==> config.mk <==
export PLATFORM = sky130hd
export DESIGN_NAME = instruction_memory
export DESIGN_NICKNAME = d
export VERILOG_FILES = /design/src/rtl/instruction_memory.sv
export SDC_FILE = /design/constraint.sdc
export NUM_CORES = 1
export LEC_CHECK = 0
export BUFFER_PORTS_ARGS = -buffer_cell sky130_fd_sc_hd__buf_2
export CORE_MARGIN = 1.5
export CORE_UTILIZATION = 29
export DETAILED_ROUTE_END_ITERATION = 8
export PLACE_DENSITY = 0.95
export SLEW_MARGIN = 20
export SYNTH_ARGS = -nofsm -noshare
export SYNTH_HDL_FRONTEND = slang
export SYNTH_SLANG_ARGS = --single-unit
==> constraint.sdc <==
create_clock -name vclk -period 2.4
set_input_delay 0.48 -clock vclk [all_inputs]
set_output_delay 0.48 -clock vclk [all_outputs]
set_load 0.03 [all_outputs]
==> src/rtl/instruction_memory.sv <==
// rtl/instruction_memory.sv - word-addressed 32-bit instruction memory with boot image
// Optional program-load port enabled by defining IM_LOAD_PORT_EN.
module instruction_memory #(
    parameter int DEPTH = 64,
    parameter int AW    = $clog2(DEPTH)
) (
    input  logic        clk,
    input  logic        rst,
    input  logic [31:0] pc,
`ifdef IM_LOAD_PORT_EN
    input  logic        load_en,
    input  logic [31:0] load_addr,
    input  logic [31:0] load_data,
`endif
    output logic [31:0] instruction
);

    function automatic logic [31:0] boot_word(input logic [AW-1:0] idx);
        logic [31:0] w;
        w = 32'h0000_0000;
        case (idx)
            AW'(0): w = 32'h2008_0005;
            AW'(1): w = 32'h2009_000A;
            AW'(2): w = 32'h0109_5020;
            AW'(3): w = 32'hAC0A_0000;
            AW'(4): w = 32'h8C0B_0000;
            AW'(5): w = 32'h0800_0000;
            default: w = 32'h0000_0000;
        endcase
        return w;
    endfunction

    logic [AW-1:0] rd_idx;
    logic          rd_in_range;
    logic [31:0]   rd_word;

    assign rd_idx      = pc[AW+1:2];
    assign rd_in_range = (pc[31:AW+2] == '0);

`ifdef IM_LOAD_PORT_EN
    logic [31:0]   mem_q [DEPTH];
    logic [AW-1:0] wr_idx;
    logic          wr_in_range;

    assign wr_idx      = load_addr[AW+1:2];
    assign wr_in_range = (load_addr[31:AW+2] == '0);

    // Reset reloads the whole image, so it also wipes any words written by the load port.
    always_ff @(posedge clk) begin
        if (rst) begin
            for (int i = 0; i < DEPTH; i++) begin
                mem_q[i] <= boot_word(AW'(i));
            end
        end else if (load_en && wr_in_range) begin
            mem_q[wr_idx] <= load_data;
        end
    end

    assign rd_word = mem_q[rd_idx];

    logic unused_bits;
    assign unused_bits = ^{pc[1:0], load_addr[1:0]};
`else
    assign rd_word = boot_word(rd_idx);

    logic unused_bits;
    assign unused_bits = ^{pc[1:0], clk};
`endif

    assign instruction = (rst || !rd_in_range) ? 32'h0000_0000 : rd_word;

endmodule

Word level (Yosys, flattened, before mapping) --
Cells that the tools add are included.
Word-level totals: output and inout bits 32, logic and storage cells 11, input port bits 34, bits in registers 0
Cells by class: mux-type cells 2, reductions and logical operators 4, eq/ne operators 5
Operators by type and width (number):
- 32-bit case mux with 6 select lines | 1
- 32-bit 2-to-1 mux | 1
- 24-bit logical NOT | 1
- 6-bit by 2-bit == test with 1-bit output, second input constant | 2
- 6-bit by 3-bit == test with 1-bit output, second input constant | 2
- 6-bit by 1-bit == test with 1-bit output, second input constant | 1
- 6-bit logical NOT | 1
- 1-bit logical NOT | 1
- 1-bit logical OR | 1

Longest topological paths before layout --
depth in word-level cells 4, mapped depth 5, depth with buffers taken out 3

Least setup slack after synthesis --
No wires, ideal clock.
path kind input-to-output, start point in pc[9], end point out instruction[12], slack -0.618 ns, required time 1.920 ns, data arrival time 2.538 ns, path buffers 1, stages 4, path through nor4_2 -> nand4_2 -> nor4_1 -> buf_4
On the way: longest elaborated chain between the ends 4
Ends and longest elaborated chain:
- start: declaration | line 9 | input logic [31:0] pc,
- 24-bit logical NOT | line 38 | assign rd_in_range = (pc[31:AW+2] == '0);
- 1-bit logical NOT | line 70 | assign instruction = (rst || !rd_in_range) ? 32'h0000_0000 : rd_word;
- 1-bit logical OR | line 70
- 32-bit 2-to-1 mux | line 70
- end: declaration | line 15 | output logic [31:0] instruction
Every way passes these cells.

Worst setup path after layout --
start point in pc[7], end point out instruction[0]
On the way: longest elaborated chain between the ends 3, elaborated cells on any way between the ends 8, classes of those cells eq/ne: 5; mux: 2; reduce/logical: 1
Ends and longest elaborated chain:
- 6-bit by 3-bit == test with 1-bit output (tied with other cells) | line 21 | case (idx)
- 32-bit case mux with 6 select lines * | line 21
- 32-bit 2-to-1 mux * | line 70
Every way passes the cells marked *; elsewhere a longest branch is shown, timed or not.

==> results.json <==
{
  "dp_hpwl_um": 789,
  "ioPinCount": 66,
  "vias": 457,
  "fill_cells": 140,
  "wl_met1_um": 278,
  "critPathBufInv": 2,
  "start_kind": "input port",
  "cp-end-kind": "primary output",
  "grt_pass1_wl_um": 1190,
  "crit_fanout": 8,
  "ant_nets": 0,
  "setup-violations-final": 0,
  "fin_nets": 125,
  "die_area_um2": 1580,
  "avgSynthCellArea_um2": 7.70,
  "met2_length_um": 468,
  "vdd.ir_drop.worst_v": 0.0000797,
  "p_leak_nw": 0.314,
  "wire_per_inst_um": 8.44,
  "rsz0062_at_grt": "false",
  "cp_slowest_cell": "nor4_2",
  "highest_layer": "met3",
  "finalPower_mw": 0.0824,
  "hold_violations": 0,
  "place_congestion": 0.664,
  "hp-class": "input port to primary output",
  "area_growth_pct": 44.9,
  "synth_area_leaders": "buf_4 (46%), nor4_2 (9.6%), nor4_1 (8.0%), nor4_4 (5.4%), nor4b_1 (4.5%)",
  "first_pass_iters": 4,
  "die_x_um": 39.8,
  "multiInputGateArea_um2": 310,
  "maxCapViolations": 0,
  "drive_gt1_share_pct": 64.0,
  "path_delay_family": "simple AND/OR/NAND/NOR gates",
  "synth_top_area_cell": "buf_4",
  "antenna_found_initial": 0,
  "wl_met3_um": 131,
  "die_h_um": 39.8,
  "crit_chain": "buf_2, nor4_2, nand4_4, nor4_2, buf_2",
  "grt_use_total_pct": 10.5,
  "synth.most_common_cell": "buf_4",
  "cp.arrival_ps": 1750,
  "grt_pass1_vias": 305,
  "drt-total-wl_um": 878,
  "drc": 0,
  "whs_ps": 1350,
  "worstHoldEndpoint": "instruction[1]",
  "antenna_cells": 0,
  "yosys_warnings": 0,
  "core_um2": 1280,
  "grt_overflow_total": 0,
  "path_class": "input port to primary output",
  "min_from": "pc[3]",
  "numPortBuffers": 46,
  "netlist_area_um2": 393,
  "seqCellArea_um2": 0,
  "row_count": 13,
  "drt_iter0_markers": 1,
  "synth_commonest_cells": "buf_4 (24), nor4_1 (5), nor3_1 (3), nor4_2 (3), nor4b_1 (2)",
  "start_util_pct": 30.6,
  "finalWorstPathRequiredPeriod_ps": 2230,
  "status": "finished, final reports clean",
  "slew_violations": 0,
  "synth_top_area_share_pct": 45.9,
  "final.period_utilization_pct": 93.1,
  "critPathMaxStageDelay_ps": 360,
  "syn-instance-count": 51,
  "ys_seq_area_share_pct": 0,
  "vias_per_cell": 4.39,
  "numSequentialCells": 0,
  "min_delay_path_depth": 3,
  "grt_max_degree": 10,
  "synthDistinctLibCells": 19,
  "fmax_mhz": 448,
  "crit_required_ps": 1920,
  "powerDensity_nw_per_um2": 145,
  "n_clock_buffer": 0
}
## routing by layer
metal  vias up  track usage, %
met5         -               0
met4         0               0
met3         0               0
met2        37            23.0
met1       198            11.2
li1        222               -
## report_power, final
group	switching (mW)	internal, mW	leakage, nW
clock	0	0	0
sequential	0	0	0
combinational	0.0560	0.0264	0.314
## how the worst max path moves through the flow
| stage | from | end | cells past startpoint |
|---|---|---|---|
| floorplan | pc[9] | instruction[29] | 3 |
| global placement | pc[17] | instruction[12] | 5 |
| detailed placement | pc[7] | instruction[24] | 5 |
| CTS | pc[7] | instruction[24] | 5 |
| global route | pc[17] | instruction[0] | 5 |
| finish | pc[7] | instruction[0] | 5 |
## layout make-up
| type | instances | share of cell area [%] |
|---|---|---|
| Multi-Input combinational cell | 42 | 54.5 |
| Tap cell | 15 | 3.30 |
| Timing Repair Buffer | 47 | 42.2 |
## cell families after synthesis
| family | after synthesis | share of synthesized area [%] |
|---|---|---|
| buffers and inverters | 25 | 46.8 |
| multiplexers | 1 | 2.55 |
| other | 1 | 0.954 |
| XOR/XNOR | 1 | 2.23 |
| AO/OA/AOI/OAI | 3 | 6.05 |
| AND/OR/NAND/NOR | 20 | 41.4 |
## placed cells by master (no fill, tap or decap), drive strengths merged
cell type / Yosys / routed
a211oi: 1 / 1
a22oi: 1 / 1
buf: 24 / 46
clkbuf: 1 / 1
conb: 1 / 17
mux2i: 1 / 1
nand2b: 1 / 1
nand3: 1 / 1
nand4: 1 / 1
nor2: 1 / 1
nor2b: 1 / 1
nor3: 3 / 3
nor4: 9 / 9
nor4b: 2 / 2
o22a: 1 / 1
or2: 1 / 1
xnor2: 1 / 1
## timing repair
item | 4_1_cts | 5_1_grt
setup buffers | 0 | 0
setup endpoints to repair | 0 | 8
resized for setup | 0 | 3
hold buffers | 0 | 0
## stage by stage
stage          setup WS [ps]  setup TNS, ps  cells  utilization, %  cell area, µm²
2_1_floorplan           -207          -1030     67               -             477
3_3_place_gp             116              0    104            42.7             549
3_5_place_dp            44.9              0    104            42.7             549
4_1_cts                 43.2              0    104            42.7             549
5_1_grt                 9.13              0    104            44.3             569
6_report                 166              0    104            44.3             569
(Power assumes the default switching activity.)
